**src/rtl/fifo_pkg.sv**
```systemverilog
// Shared types and sizing for the FIFO burst reader slice.
package fifo_pkg;

  localparam int ADDRESSWIDTH = 5;
  localparam int DATAWIDTH    = 8;

  typedef enum logic [1:0] {
    IDLE,
    RUN,
    DRAIN,
    DONE
  } rdr_state_t;

endpackage

```
**src/rtl/fifo_skid_buf.sv**
```systemverilog
// Two-entry in-order valid/ready buffer that absorbs read data while the consumer stalls.
module fifo_skid_buf #(
  parameter int DW = fifo_pkg::DATAWIDTH
) (
  input  logic          clk,
  input  logic          rst,
  input  logic          push,
  input  logic [DW-1:0] push_data,
  input  logic          out_ready,
  output logic          out_valid,
  output logic [DW-1:0] out_data,
  output logic [1:0]    occupancy
);
  import fifo_pkg::*;

  logic [DW-1:0] mem_q [2];
  logic [DW-1:0] mem_d [2];
  logic          head_q, head_d;
  logic [1:0]    count_q, count_d;
  logic          accept;
  logic          pop;

  // A push arriving while both slots are full is dropped.
  assign accept = push && (count_q != 2'd2);
  assign pop    = (count_q != 2'd0) && out_ready;

  always_comb begin
    mem_d   = mem_q;
    head_d  = head_q;
    count_d = count_q + {1'b0, accept} - {1'b0, pop};
    if (accept) begin
      mem_d[head_q ^ count_q[0]] = push_data;
    end
    if (pop) begin
      head_d = ~head_q;
    end
  end

  always_ff @(posedge clk) begin
    if (rst) begin
      mem_q   <= '{default: '0};
      head_q  <= 1'b0;
      count_q <= 2'd0;
    end else begin
      mem_q   <= mem_d;
      head_q  <= head_d;
      count_q <= count_d;
    end
  end

  assign out_valid = (count_q != 2'd0);
  assign out_data  = out_valid ? mem_q[head_q] : '0;
  assign occupancy = count_q;

endmodule

```
**src/rtl/fifo_burst_reader.sv**
```systemverilog
// Drains a programmed number of FIFO entries and forwards them over valid/ready,
// issuing a read only when a buffer slot is already reserved for its data.
module fifo_burst_reader #(
  parameter int ADDRESSWIDTH = fifo_pkg::ADDRESSWIDTH,
  parameter int DATAWIDTH    = fifo_pkg::DATAWIDTH
) (
  input  logic                  clk,
  input  logic                  rst,
  input  logic                  start,
  input  logic [ADDRESSWIDTH:0] burst_len,
  input  logic                  emp,
  input  logic                  rd_en,
  input  logic [DATAWIDTH-1:0]  rd_data,
  output logic                  rd,
  output logic                  out_valid,
  output logic [DATAWIDTH-1:0]  out_data,
  input  logic                  out_ready,
  output logic                  busy,
  output logic                  done,
  output logic                  err
);
  import fifo_pkg::*;

  localparam int LW = ADDRESSWIDTH + 1;

  rdr_state_t    state_q, state_d;
  logic [LW-1:0] len_q, len_d;
  logic [LW-1:0] issued_q, issued_d;
  logic          inflight_q, inflight_d;
  logic          err_q, err_d;
  logic [1:0]    occupancy;

  fifo_skid_buf #(
    .DW(DATAWIDTH)
  ) u_skid (
    .clk       (clk),
    .rst       (rst),
    .push      (rd_en),
    .push_data (rd_data),
    .out_ready (out_ready),
    .out_valid (out_valid),
    .out_data  (out_data),
    .occupancy (occupancy)
  );

  // Buffered words plus the outstanding read must fit in the two skid slots.
  assign rd = (state_q == RUN) && !emp && (issued_q < len_q) &&
              (({1'b0, occupancy} + {2'b00, inflight_q}) < 3'd2);

  always_comb begin
    state_d    = state_q;
    len_d      = len_q;
    issued_d   = rd ? issued_q + LW'(1) : issued_q;
    inflight_d = rd ? 1'b1 : (rd_en ? 1'b0 : inflight_q);
    err_d      = err_q | (rd_en & ~inflight_q);
    case (state_q)
      IDLE: begin
        if (start) begin
          len_d    = burst_len;
          issued_d = '0;
          state_d  = (burst_len == '0) ? DONE : RUN;
        end
      end
      RUN:     if (issued_q == len_q) state_d = DRAIN;
      DRAIN:   if (!inflight_q && (occupancy == 2'd0)) state_d = DONE;
      DONE:    state_d = IDLE;
      default: state_d = IDLE;
    endcase
  end

  always_ff @(posedge clk) begin
    if (rst) begin
      state_q    <= IDLE;
      len_q      <= '0;
      issued_q   <= '0;
      inflight_q <= 1'b0;
      err_q      <= 1'b0;
    end else begin
      state_q    <= state_d;
      len_q      <= len_d;
      issued_q   <= issued_d;
      inflight_q <= inflight_d;
      err_q      <= err_d;
    end
  end

  assign busy = (state_q != IDLE);
  assign done = (state_q == DONE);
  assign err  = err_q;

`ifndef SYNTHESIS
  a_no_rd_when_empty: assert property (@(posedge clk) disable iff (rst) !(rd && emp));
  a_slots_bounded: assert property (@(posedge clk) disable iff (rst)
    (({1'b0, occupancy} + {2'b00, inflight_q}) <= 3'd2));
  a_done_pulse: assert property (@(posedge clk) disable iff (rst) done |=> !done);
`endif

endmodule

```
**config.mk**
```make
export PLATFORM = sky130hd
export DESIGN_NAME = fifo_burst_reader
export DESIGN_NICKNAME = d
export VERILOG_FILES = /design/src/rtl/fifo_pkg.sv /design/src/rtl/fifo_skid_buf.sv /design/src/rtl/fifo_burst_reader.sv
export SDC_FILE = /design/constraint.sdc
export NUM_CORES = 1
export LEC_CHECK = 0
export BUFFER_PORTS_ARGS = -buffer_cell sky130_fd_sc_hd__clkbuf_2
export CAP_MARGIN = 20
export CORE_MARGIN = 2
export CORE_UTILIZATION = 54
export DETAILED_ROUTE_END_ITERATION = 6
export HOLD_SLACK_MARGIN = 0.02
export MAX_ROUTING_LAYER = met4
export PLACE_DENSITY = 0.75
export SYNTH_ARGS = -nofsm -noshare
export SYNTH_HDL_FRONTEND = slang
export SYNTH_SLANG_ARGS = --single-unit
export TNS_END_PERCENT = 50
```
**constraint.sdc**
```tcl
create_clock -name clk -period 2.8 [get_ports clk]
set_clock_uncertainty 0.2 [all_clocks]
set_input_delay 0 -clock clk [delete_from_list [all_inputs] [get_ports clk]]
set_output_delay 0 -clock clk [all_outputs]
set_load 0.05 [all_outputs]
```
Yosys cells after proc, flatten, opt, wreduce, memory -nomap -nowiden
Cells that the tools add are included.

Bitwise logic cells: 7. Multipliers: 0. Equality and inequality tests: 8. $add $sub $neg: 4. Order comparisons: 5. Reduce and logical (&&, ||, !) cells: 17. Mux-type cells: 17. Divide/modulo/power cells: 0. Shifts and indexed selects: 0.

Operators by type and width (number): 2-to-1 mux 8 bit (5); 2-to-1 mux 6 bit (3); bitwise mux 16 bit (1); demux 8 bit (select 1 bit) (1); 2-to-1 mux 2 bit (4); case mux 2 bit (4 select lines) (1); logical AND 1 bit (7); adder 6 x 1 -> 6 bit, second input constant (1); equality test 6 bit (1); zero test 6 bit (1); < comparator 6 bit (1); inequality test 2 bit, second input constant (3); nonzero test 2 bit (3); equality test 2 bit, second input constant (2); >= comparator 2 bit, second input constant (2); zero test 2 bit (2); inverter 1 -> 2 bit (2); adder 2 x 1 -> 3 bit (1); < comparator 3 x 2 -> 1 bit, second input constant (1); AND reduction 3 bit (1); adder 2 x 1 -> 2 bit (1); equality test 2 x 1 -> 1 bit, second input constant (1); zero test 1 bit (2); < comparator 2 x 1 -> 1 bit, second input constant (1); 8 further kinds (10).

Memories kept: 0. Memory bits (read-only): 0. Logic and storage cells: 67. RAM bits: 0. Latch bits: 0. Flip-flop bits (word level): 35.

Logic depth before layout (Yosys ltp)
Gate-level depths: netlist of run 1.

Word-level depth: 7. Mapped depth: 9. Depth with buffers taken out: 9.

Cells and area by module
From an unflattened synthesis of run 1, not the netlist that was laid out.

Cell total of the unflattened synthesis: 277. Area total of the unflattened synthesis: 2283.4 um^2.

Modules (own cells, without submodules): fifo_skid_buf (sequential area each 380.4 um^2, cells each 163, area each 1328.8 um^2, times used 1); fifo_burst_reader (sequential area each 320.3 um^2, cells each 114, area each 954.7 um^2, times used 1).

Worst setup path after synthesis of run 1
OpenSTA, ideal clock, no wires.

Path type: register to register. From: register u_skid.count_q[0], in the netlist u_skid.occupancy[0]. To: register u_skid.count_q[1], in the netlist u_skid.occupancy[1]. Setup time: 0.128 ns. Slack: 0.388 ns. Data required time: 2.472 ns. Arrival time: 2.085 ns. Clock period less this slack: 2.412 ns. Stages on the path, launching flop included: 10. Cell sequence: dfxtp_1 -> nor2_1 -> inv_1 -> and2_1 -> ha_1 -> inv_1 -> ha_1 -> xor2_1 -> xnor2_1 -> nor2_1.

Elaborated cells between the ends (all ways): 6.

RTL lines: from (decl) (RTL line fifo_skid_buf.sv:19) `logic [1:0] count_q, count_d;`; from (signal assigned) (RTL line fifo_skid_buf.sv:47) `count_q <= count_d;`; nonzero test 2 bit; named net out_valid (RTL line fifo_burst_reader.sv:15) `output logic out_valid,`; logical AND 1 bit (RTL line fifo_skid_buf.sv:25) `assign pop = (count_q != 2'd0) && out_ready;`; named net u_skid.pop (RTL line fifo_skid_buf.sv:21) `logic pop;`; subtractor 2 x 1 -> 2 bit (RTL line fifo_skid_buf.sv:30) `count_d = count_q + {1'b0, accept} - {1'b0, pop};`.

The timed path passes the listed nets, and every way through them passes these cells. A chain may end at the register's enable or synchronous reset.

Worst setup path in the final report of run 1
From: register state_q[1]. To: output rd.

Longest elaborated chain between the ends: 4.

Ends and longest elaborated chain: from (decl) (RTL line fifo_burst_reader.sv:26) `rdr_state_t state_q, state_d;`; from (signal assigned) (RTL line fifo_burst_reader.sv:79) `state_q <= state_d;`; equality test 2 x 1 -> 1 bit (RTL line fifo_burst_reader.sv:47) `assign rd = (state_q == RUN) && !emp && (issued_q < len_q) &&`; logical AND 1 bit (3 in series) (RTL line fifo_burst_reader.sv:47); to (decl) (RTL line fifo_burst_reader.sv:14) `output logic rd,`.

Every way passes these cells.

==> impl_summary.txt, run 1 <==
----------------------------------------------------
[CTS]
  Num Clock Sinks ... 35
  Latest clock arrival within the worst-skew pair ... ~340 ps
  Cell at the root of the clock tree ... clkbuf_4
  Post-CTS setup repair buffer count ... 0
  Clk buf depth ... 2
  # H-tree levels ... 2
  CTS tree ... yes
  Clock transition at the registers of the reported paths ... approximately 110 ps
  Total clock buffers created by CTS ... 5
  # resized after CTS ... 0

[Synth]
  Async set-reset flop share out of synthesis ... 0%
  Cells after Synth ... 203
  Mapped Avg Cell Area ... a little under 9 µm²
  Summed instance area of the synthesized netlist ... between 1500 and 2000 µm²
  Total of warnings raised by yosys ... 0
  Cell types occupying the most area after synthesis ... dfxtp_1 39%, mux2i_1 13%, ha_1 9.8%
  Post-synthesis cell type with the largest combined area ... dfxtp_1
  Post-synthesis sequential area ratio ... around 39%
  Post-synth EDFFs ... 0
  Number of storage elements in the synthesis netlist ... 35
  Net Count, Synth ... 237
  Number of library cell types mapped by synthesis ... 34
  Cell with the most instances after synthesis ... nor2_1
  Area share of the largest cell type after synthesis ... around 40%
  Predominant post-synthesis flop cell ... dfxtp_1
  Commonest cells in the netlist ... 36 x nor2_1, 35 x dfxtp_1, 24 x mux2i_1

[Timing]
  Number of setup violations in the final report ... 0
  Max frequency ... 383.3 MHz
  Final min period ... 2609 ps
  Number of max-slew violations in the final report ... 0
  Post-route setup slack ... 190.9 ps
  Crit share post-route ... 93.18%
  Unrepaired setup endpoints after global routing ... false
  Worst slew slack as a fraction of its limit ... 57.76%
  Setup TNS ... 0 ps
  Number of endpoints with negative hold slack in the final report ... 0
  Transition at the pin with the smallest max-transition slack ... 633.7 ps

[Drt]
  Iteration count of the initial detailed-routing pass ... 4
  Residual DRC ... 0
  Count of routing violations after the opening detailed-route iteration ... 99
  Detail-routed via count per cell ... 5.203
  Antenna Violating Nets Remaining ... 0
  Number of vias in the routed layout ... 1,613
  Routed length per placed instance ... 12.79 µm
  Wire length reported by the detailed router ... 3964 µm

[Worst hold path]
  Classification of the worst-slack hold path ... input pin to register
  Worst Hold Endpoint ... u_skid.mem_q[9]
  Count of cells along the worst hold path ... 2
  Startpoint of the worst hold path ... rst

[Pwr]
  Net switching power of the design ... 861.9 µW
  Worst ir drop on vdd ... approximately 0.58 mV
  Leakage ... 1.109 nW
  Power per unit of standard cell area ... 878.5 nW/µm²
  Flop pwr share ... about a third
  Proportion of total power due to net switching ... 41.67%
  Part of the total power dissipated in combinational logic ... 48.9%
  Share of total power in the clock network ... 18.5%
  Total power consumption of the routed design ... 2.069 mW
  Internal power component ... 1.207 mW

[Critical path]
  Slowest cell on the critical path ... or4b_1
  Sort of element at the end of the critical path ... output pin
  End of the worst register-to-register path ... len_q[0]
  Worst reg2reg startpoint ... state_q[0]
  Setup crit start kind ... register
  Peak fanout along the critical path ... 13
  CP Buf/Inv Count ... 2
  Cells along the critical path ... inv_1, ha_1, or4b_1, a221oi_2, o221a_2, clkbuf_2
  Slowest cell delay on critical path ... 460 ps
  Depth of the worst register-to-register path ... 6
  Delay-heaviest family, CP ... compound AO/OA/AOI/OAI gates
  Internal reg-to-reg setup slack ... 220 ps
  Signal arrival time at the worst endpoint ... about 2400 ps
  Worst path required time ... 2600 ps
  Crit Path Class ... register to output pin

[Die]
  Floorplan row count ... 20
  DIE AREA ... ~3800 µm²
  Die Span Y ... ~60 µm
  Ports ... 33
  Total core area ... between 3000 and 4000 µm²
  Die Span X ... roughly 60 µm
  Initial core utilization ... 57.62%

[Placement]
  Port Buf Inserts ... 32
  Number of placed instances with taps included ... 273
  Final weighted congestion in routability-driven placement ... roughly 0.83
  Detailed-placement wirelength estimate ... 2478 µm
  Post-place setup slack ... 500.4 ps

[Layout]
  Filler cell count ... 240
  Number of nets in the layout ... 299
  Share of post-route cells with drive strength above 1 ... 19.17%
  Number of cells in the finished layout apart from fillers ... between 300 and 400
  Synthesis-to-layout area growth ... 31.70%
  Diodes inserted ... 0

[GRT]
  Global-route wire length before repair ... 6548 µm
  Number of global-route vias before repair ... about 1,400
  Maximum number of pins on one net before global-route repair ... 32
  GRT Util Overall ... about 25%
  Global-route congestion overflow total ... 0
  Number of antenna violations at the first check in global routing ... 0

[Run]
  Maximum capacitance violations ... 0

[Status]
  Run status ... complete, no violations

----------------------------------------------------
## registers in the layout, indices dropped and copies added, names as in the netlist
name / count
u_skid.mem_q: 16
state_q: 2
err: 1
u_skid.head_q: 1
u_skid.occupancy: 2
issued_q: 6
inflight_q: 1
len_q: 6
## what timing repair did
item                       in CTS  in global routing
hold buffers                   29                  0
hold endpoints to repair       27                  0
setup endpoints to repair       0                  0
## logic make-up (layout without fill, tap and decap cells)
group / count (synthesis) / count (layout) / share of synthesized area (%)
simple gates: 70 / 70 / 17.84
mux: 24 / 24 / 13.44
xor+xnor: 5 / 5 / 2.450
buf+inv: 26 / 89 / 6.018
compound gates: 29 / 29 / 11.27
flops: 35 / 35 / 39.19
fa+ha+maj: 14 / 14 / 9.797
## metrics by stage
step | hold slack, ps | area (µm²) | util (%)
6_report | 59.81 | 2355 | 75.89
5_1_grt | 80.73 | 2355 | 75.89
4_1_cts | 48.41 | 2355 | 75.89
3_5_place_dp | 57.75 | 1978 | 63.75
3_3_place_gp | 46.57 | 1978 | 63.75
2_1_floorplan | -56.06 | 1788 | -
## cells in the final DEF, fill, tap and decap left out, types with 2 or more instances in the layout
cell type	count
nor2_1	36
dfxtp_1	35
clkbuf_2	32
dlygate4sd3_1	29
mux2i_1	24
inv_1	18
ha_1	14
a21oi_1	13
nand2_1	12
nand3_1	8
clkbuf_4	5
xnor2_1	3
a21oi_2	3
nand4_1	2
and2_1	2
xor2_1	2
o21ai_0	2
and3_1	2
a21o_1	2
nand3_2	2
nand2b_1	2
buf_4	2
## per-layer routing
metal | vias up | global-route usage, % | wire length, µm
li1 | 810 | - | -
met1 | 756 | 32.68 | 1875
met2 | 36 | 36.39 | 1789
met5 | - | - | 0
met4 | 0 | 10.33 | 112
met3 | 11 | 5.462 | 186
## power by group through the flow
stage | registers [mW] | logic [mW] | clock network (mW)
5_1_grt | 0.686 | 1.12 | 0.406
4_1_cts | 0.673 | 0.994 | 0.391
6_report | 0.674 | 1.01 | 0.383
2_1_floorplan | 0.669 | 0.741 | 0
3_5_place_dp | 0.685 | 0.926 | 0
3_3_place_gp | 0.680 | 0.915 | 0
## worst max path at each step
stage	endpoint	start	cells after the start
2_1_floorplan	u_skid.occupancy[1]	u_skid.occupancy[0]	9
3_3_place_gp	issued_q[2]	state_q[1]	7
3_5_place_dp	issued_q[2]	state_q[1]	7
4_1_cts	rd	state_q[1]	6
5_1_grt	len_q[0]	state_q[0]	6
6_report	rd	state_q[1]	6
## layout make-up
type	instances	area, µm²	area share [%]
multi-input combinational	142	979.7	41.60
sequential	35	700.7	29.76
timing repair buffer	63	465.4	19.77
inverter	18	67.56	2.869
tap	44	55.05	2.338
clock buffer	6	51.30	2.179
clock inverter	2	35.03	1.488
Note: power is estimated with default switching activity, not from simulation.
==> inputs of run 2 (changes only) <==
- BUFFER_PORTS_ARGS: -buffer_cell sky130_fd_sc_hd__clkbuf_2 -> -buffer_cell sky130_fd_sc_hd__buf_4
==> run 2 against run 1 <==
Net effect:
- count of clock-buffer cells in the layout did not move
- register-to-register slack got worse by 60 ps
- setup slack got worse by 33 ps
- wire length rose by 21%
- maximum frequency shrank 1.2%
- global-route usage grew 4.8 points
- largest power group unchanged
- highest routed layer unchanged
==> impl_summary.txt, run 2 (synthesis gave the netlist of run 1 again) <==
----------------------------------------------------
[Status]
  Run status ... complete, no violations (unchanged)

[Critical path]
  Cells along the critical path ... inv_1, ha_1, nand3_1, dlygate4sd3_1, a21oi_1, dlygate4sd3_1 (was inv_1, ha_1, or4b_1, a221oi_2, o221a_2, clkbuf_2)
  Delay-heaviest family, CP ... buffers and inverters (was compound AO/OA/AOI/OAI gates)
  Peak fanout along the critical path ... 10 (was 13)
  Worst path required time ... 2890 ps (was 2600 ps)
  Signal arrival time at the worst endpoint ... 2730 ps (was 2410 ps)
  Slowest cell on the critical path ... dlygate4sd3_1 (was or4b_1)
  Most frequent CP cell ... dlygate4sd3_1
  CP Buf/Inv Count ... 3 (was 2)
  Sort of element at the end of the critical path ... register (was output pin)
  Setup crit start kind ... register (unchanged)
  Slowest cell delay on critical path ... 610 ps (was 460 ps)
  Internal reg-to-reg setup slack ... 160 ps (was 220 ps)
  Crit Path Class ... register to register (was register to output pin)

[Pwr]
  Power per unit of standard cell area ... 834.0 nW/µm² (was 878.5 nW/µm²)
  Leakage ... 1.166 nW (was 1.109 nW)
  Worst ir drop on vdd ... 0.8321 mV (was 0.5795 mV)

[Layout]
  Number of flip-flops under the largest register name ... 16 (unchanged)
  Most common cell after layout, fill and taps aside ... dlygate4sd3_1 (was nor2_1)
  Share of post-route cells with drive strength above 1 ... 18.32% (was 19.17%)
  Filler cell count ... 218 (was 240)
  Number of nets in the layout ... 307 (was 299)
  Synthesis-to-layout area growth ... 38.98% (was 31.70%)
  Post-route standard cell area excluding fillers ... 2485 µm² (was 2355 µm²)
  Top library cells by usage in the layout, fill and taps aside ... 37 x dlygate4sd3_1, 36 x nor2_1, 35 x dfxtp_1 (was 36 x nor2_1, 35 x dfxtp_1, 32 x clkbuf_2)
  Top register by number of flip-flops ... u_skid.mem_q (unchanged)
  Sequential cell area ... 700.7 µm² (unchanged)
  Number of cells in the finished layout apart from fillers ... 317 (was 310)
  Leading registers by flop count ... u_skid.mem_q: 16 flops, issued_q: 6 flops, len_q: 6 flops (unchanged)
  Total area of multi-input combinational cells ... 979.7 µm² (unchanged)
  Diodes inserted ... 0 (unchanged)

[Placement]
  Detailed-placement wirelength estimate ... 2792 µm (was 2478 µm)
  Port Buf Inserts ... 32 (unchanged)
  Placed Area ... 2058 µm² (was 1978 µm²)
  Number of placed instances with taps included ... 273 (unchanged)
  Final weighted congestion in routability-driven placement ... 0.8425 (was 0.8309)

[Timing]
  Unrepaired setup endpoints after global routing ... false (unchanged)
  Max frequency ... 378.5 MHz (was 383.3 MHz)
  Setup TNS ... 0 ps (unchanged)
  Crit share post-route ... 94.36% (was 93.18%)
  Number of setup violations in the final report ... 0 (unchanged)
  Transition at the pin with the smallest max-transition slack ... 488.6 ps (was 633.7 ps)
  Worst slew slack as a fraction of its limit ... 67.43% (was 57.76%)
  Number of max-slew violations in the final report ... 0 (unchanged)
  Number of endpoints with negative hold slack in the final report ... 0 (unchanged)
  Final min period ... 2642 ps (was 2609 ps)

[Run]
  Maximum capacitance violations ... 0 (unchanged)

[Drt]
  Wire length reported by the detailed router ... 4808 µm (was 3964 µm)
  Count of routing violations after the opening detailed-route iteration ... 111 (was 99)
  Residual DRC ... 0 (unchanged)
  Antenna Violating Nets Remaining ... 0 (unchanged)
  Detail-routed via count per cell ... 5.420 (was 5.203)
  Iteration count of the initial detailed-routing pass ... 5 (was 4)
  Routed length per placed instance ... 15.17 µm (was 12.79 µm)
  Number of vias in the routed layout ... 1,718 (was 1,613)

[GRT]
  Global-route congestion overflow total ... 0 (unchanged)
  Number of antenna violations at the first check in global routing ... 0 (unchanged)
  Number of global-route vias before repair ... 1,742 (was 1,424)
  Layer with the highest usage ... met2 (unchanged)
  GRT Util Overall ... 29.51% (was 24.72%)
  Maximum number of pins on one net before global-route repair ... 32 (unchanged)
  GR Layer Usage met1 ... 31.69% (was 32.68%)
  Global-route wire length before repair ... 7783 µm (was 6548 µm)
  Global-route track usage on met3 ... 9.454% (was 5.462%)
  Met2 global-route usage ... 48.27% (was 36.39%)

[CTS]
  Total clock buffers created by CTS ... 5 (unchanged)
  Post-CTS setup repair buffer count ... 0 (unchanged)
  Clk buf depth ... 2 (unchanged)
  Num Clock Sinks ... 35 (unchanged)
  Latest clock arrival within the worst-skew pair ... 340 ps (about the same)
  # H-tree levels ... 2 (unchanged)
  Clock transition at the registers of the reported paths ... 110 ps (about the same)
  Cell at the root of the clock tree ... clkbuf_4 (unchanged)
  CTS tree ... yes (unchanged)

[Die]
  Ports ... 33 (unchanged)
  Initial core utilization ... 57.62% (unchanged)
  Total core area ... 3103 µm² (unchanged)
  Die Span X ... 61.54 µm (unchanged)
  Floorplan row count ... 20 (unchanged)
  DIE AREA ... 3787 µm² (unchanged)
  Die Span Y ... 61.54 µm (unchanged)

[Worst hold path]
  Classification of the worst-slack hold path ... input pin to register (unchanged)

----------------------------------------------------
## run 2: cell types whose count changed in the layout (fill, tap and decap cells not counted), sizes merged
cell | before | now
buf | 2 | 34
bufinv | 1 | 0
clkbuf | 38 | 6
dlygate4sd3 | 29 | 37
## run 2: final timing paths
| path | startpoint | end | depth (start not counted) |
|---|---|---|---|
| worst max register to register | state_q[1] | len_q[4] | 6 |
| worst min-delay path | emp | issued_q[4] | 6 |
| worst min register to register | u_skid.mem_q[8] | u_skid.mem_q[8] | 2 |
| worst max-delay path | state_q[1] | len_q[4] | 6 |
## run 2: timing repair
| item | 4_1_cts | 5_1_grt |
|---|---|---|
| resized for setup | 0 | 0 |
| hold buffers | 37 | 0 |
| hold endpoints to repair | 30 | 0 |
## run 2: worst min-delay path, stage by stage
cell,delay (ps)
buf_4,90
or4b_1,120
a221oi_2,40
o221a_2,220
nand3_2,110
a21oi_2,50
## run 2: through the flow
step	hold WS, ps	setup slack, ps	util, %	total power [mW]
after floorplan	-56.06	387.7	-	1.411
after global placement	40.87	593.1	66.33	1.615
after detailed placement	51.93	505.4	66.33	1.658
after CTS	104.5	319.9	80.08	2.025
after global routing	143.1	98.82	80.08	2.195
final	145.1	158.0	80.08	2.072
## run 2: per-layer routing
layer,share of wire (%),vias to the layer above
met1,40,808
li1,-,825
met2,51,65
met4,3.5,0
met5,0,-
met3,5.4,20
## run 2: power by group
part / internal [mW] / total [mW] / switching [mW] / leakage (nW)
registers: 0.600 / 0.677 / 0.0765 / 0.286
clock network: 0.116 / 0.284 / 0.168 / 0.0341
logic: 0.459 / 1.11 / 0.652 / 0.845
## run 2: layout make-up
type,instances,area share [%]
Timing Repair Buffer,71,25.18
Tap cell,44,2.216
Multi-Input combinational cell,142,39.43
Inverter,18,2.719
Sequential cell,35,28.20
Clock inverter,1,0.2014
Clock buffer,6,2.064
==> inputs of run 3 (changes only) <==
- MAX_ROUTING_LAYER: met4 -> default
==> run 3 against run 2 <==
Net effect:
- register-to-register slack is essentially flat
- core utilization unchanged
- die area did not move
- cell count did not move
- largest power group unchanged
- via count is 0.35% higher
- critical endpoint unchanged
- total power about the same
- critical path depth did not move
- count of clock-buffer cells in the layout stayed put
- non-clock buffer count stayed put
- clock power about the same
- sequential share of layout area stayed put
- setup slack gained 2.5 ps
==> impl_summary.txt, run 3 (synthesis gave the netlist of run 1 again) <==
----------------------------------------------------
[CTS]
  # H-tree levels ... 2 (unchanged)
  Clock transition at the registers of the reported paths ... 110 ps (about the same)
  # resized after CTS ... 0 (unchanged)
  Total clock buffers created by CTS ... 5 (unchanged)
  Clk buf depth ... 2 (unchanged)
  Num Clock Sinks ... 35 (unchanged)
  CTS tree ... yes (unchanged)
  Latest clock arrival within the worst-skew pair ... 350 ps (was 340 ps)
  Cell at the root of the clock tree ... clkbuf_4 (unchanged)

[Layout]
  Diodes inserted ... 0 (unchanged)
  Synthesis-to-layout area growth ... 38.98% (unchanged)
  Number of flip-flops under the largest register name ... 16 (unchanged)
  Number of nets in the layout ... 307 (unchanged)
  Top register by number of flip-flops ... u_skid.mem_q (unchanged)
  Top library cells by usage in the layout, fill and taps aside ... 37 x dlygate4sd3_1, 36 x nor2_1, 35 x dfxtp_1 (unchanged)
  Total area of multi-input combinational cells ... 979.7 µm² (unchanged)
  Most common cell after layout, fill and taps aside ... dlygate4sd3_1 (unchanged)
  Share of post-route cells with drive strength above 1 ... 18.32% (unchanged)
  Number of cells in the finished layout apart from fillers ... 317 (unchanged)
  Leading registers by flop count ... u_skid.mem_q: 16 flops, issued_q: 6 flops, len_q: 6 flops (unchanged)
  Filler cell count ... 218 (unchanged)
  Sequential cell area ... 700.7 µm² (unchanged)

[Timing]
  Transition at the pin with the smallest max-transition slack ... 490.4 ps (was 488.6 ps)
  Unrepaired setup endpoints after global routing ... false (unchanged)
  Setup TNS ... 0 ps (unchanged)
  Minimum hold slack ... 142.5 ps (was 145.1 ps)
  Worst slew slack as a fraction of its limit ... 67.31% (was 67.43%)
  Number of setup violations in the final report ... 0 (unchanged)
  Number of max-slew violations in the final report ... 0 (unchanged)
  Post-route setup slack ... 160.5 ps (was 158.0 ps)
  Number of endpoints with negative hold slack in the final report ... 0 (unchanged)
  Max frequency ... 378.9 MHz (was 378.5 MHz)
  Crit share post-route ... 94.27% (was 94.36%)
  Final min period ... 2640 ps (was 2642 ps)

[Critical path]
  Peak fanout along the critical path ... 10 (unchanged)
  Slowest cell delay on critical path ... 610 ps (about the same)
  Setup crit start kind ... register (unchanged)
  Sort of element at the end of the critical path ... register (unchanged)
  Worst path required time ... 2890 ps (about the same)
  Signal arrival time at the worst endpoint ... 2730 ps (about the same)
  Most frequent CP cell ... dlygate4sd3_1 (unchanged)
  Crit Path Class ... register to register (unchanged)
  Cells along the critical path ... inv_1, ha_1, nand3_1, dlygate4sd3_1, a21oi_1, dlygate4sd3_1 (unchanged)
  Slowest cell on the critical path ... dlygate4sd3_1 (unchanged)

[Drt]
  Detail-routed via count per cell ... 5.438 (was 5.420)
  Antenna Violating Nets Remaining ... 0 (unchanged)
  Metal3 WL ... 265 µm (was 262 µm)
  Wire length reported by the detailed router ... 4830 µm (was 4808 µm)
  Uppermost signal routing layer after detailed routing ... met4 (unchanged)
  Met2 routed wirelength ... 2421 µm (was 2442 µm)
  Routed length on met1 ... 1974 µm (was 1936 µm)
  Residual DRC ... 0 (unchanged)
  Number of vias in the routed layout ... 1,724 (was 1,718)
  Routed length per placed instance ... 15.24 µm (was 15.17 µm)
  Count of routing violations after the opening detailed-route iteration ... 115 (was 111)
  Iteration count of the initial detailed-routing pass ... 4 (was 5)

[Pwr]
  Worst ir drop on vdd ... 0.8313 mV (was 0.8321 mV)
  Power per unit of standard cell area ... 834.8 nW/µm² (was 834.0 nW/µm²)
  Total power consumption of the routed design ... 2.074 mW (was 2.072 mW)
  Leakage ... 1.166 nW (unchanged)

[GRT]
  Global-route wire length before repair ... 7783 µm (unchanged)
  Global-route congestion overflow total ... 0 (unchanged)
  GRT Util Overall ... 28.66% (was 29.51%)
  Number of antenna violations at the first check in global routing ... 0 (unchanged)
  Maximum number of pins on one net before global-route repair ... 32 (unchanged)
  Number of global-route vias before repair ... 1,737 (was 1,742)

[Placement]
  Final weighted congestion in routability-driven placement ... 0.8299 (was 0.8425)
  Port Buf Inserts ... 32 (unchanged)
  Detailed-placement wirelength estimate ... 2792 µm (unchanged)
  Post-place setup slack ... 505.4 ps (unchanged)
  Number of placed instances with taps included ... 273 (unchanged)

[Die]
  Initial core utilization ... 57.62% (unchanged)
  Total core area ... 3103 µm² (unchanged)
  Ports ... 33 (unchanged)
  Floorplan row count ... 20 (unchanged)
  Die Span Y ... 61.54 µm (unchanged)
  DIE AREA ... 3787 µm² (unchanged)
  Die Span X ... 61.54 µm (unchanged)

[Worst hold path]
  Classification of the worst-slack hold path ... input pin to register (unchanged)

[Run]
  Maximum capacitance violations ... 0 (unchanged)

[Status]
  Run status ... complete, no violations (unchanged)

----------------------------------------------------
run 3: critical path, delay by kind of cell, from the launching register on:
family          cells  cell delay [ps]
compound gates      1              160
fa+ha+maj           1              390
buf+inv             3             1320
flops               1              360
simple gates        1              160
run 3: cell type report:
cell class / count / area share [%]
Clock buffer: 6 / 2.064
Clock inverter: 1 / 0.2014
Inverter: 18 / 2.719
Multi-Input combinational cell: 142 / 39.43
Sequential cell: 35 / 28.20
Tap cell: 44 / 2.216
Timing Repair Buffer: 71 / 25.18
run 3: report_power, final:
part / total, mW / leakage, nW / internal (mW) / switching (mW)
clock: 0.284 / 0.0341 / 0.116 / 0.168
combinational: 1.11 / 0.845 / 0.459 / 0.655
sequential: 0.677 / 0.286 / 0.600 / 0.0766
total: 2.07 / 1.17 / 1.18 / 0.899
run 3: per-stage QoR:
| stage | cell area, µm² | utilization (%) |
|---|---|---|
| 2_1_floorplan | 1788 | - |
| 3_3_place_gp | 2058 | 66.33 |
| 3_5_place_dp | 2058 | 66.33 |
| 4_1_cts | 2485 | 80.08 |
| 5_1_grt | 2485 | 80.08 |
| 6_report | 2485 | 80.08 |
run 3: repair_timing:
| action | CTS | global route |
|---|---|---|
| hold endpoints to repair | 30 | 0 |
| hold buffers | 37 | 0 |
| setup buffers | 0 | 0 |
run 3: worst paths after layout:
check	slack [ps]	depth (start not counted)	to	from
max	160	6	len_q[4]	state_q[1]
min	140	6	issued_q[5]	emp
max reg2reg	160	6	len_q[4]	state_q[1]
min reg2reg	320	2	u_skid.mem_q[8]	u_skid.mem_q[8]
run 3: metal layers:
metal | vias to the layer above | GRT usage (%)
met3 | 22 | 9.454
met2 | 61 | 48.27
met5 | - | 0
li1 | 824 | -
met4 | 0 | 15.50
met1 | 817 | 31.82
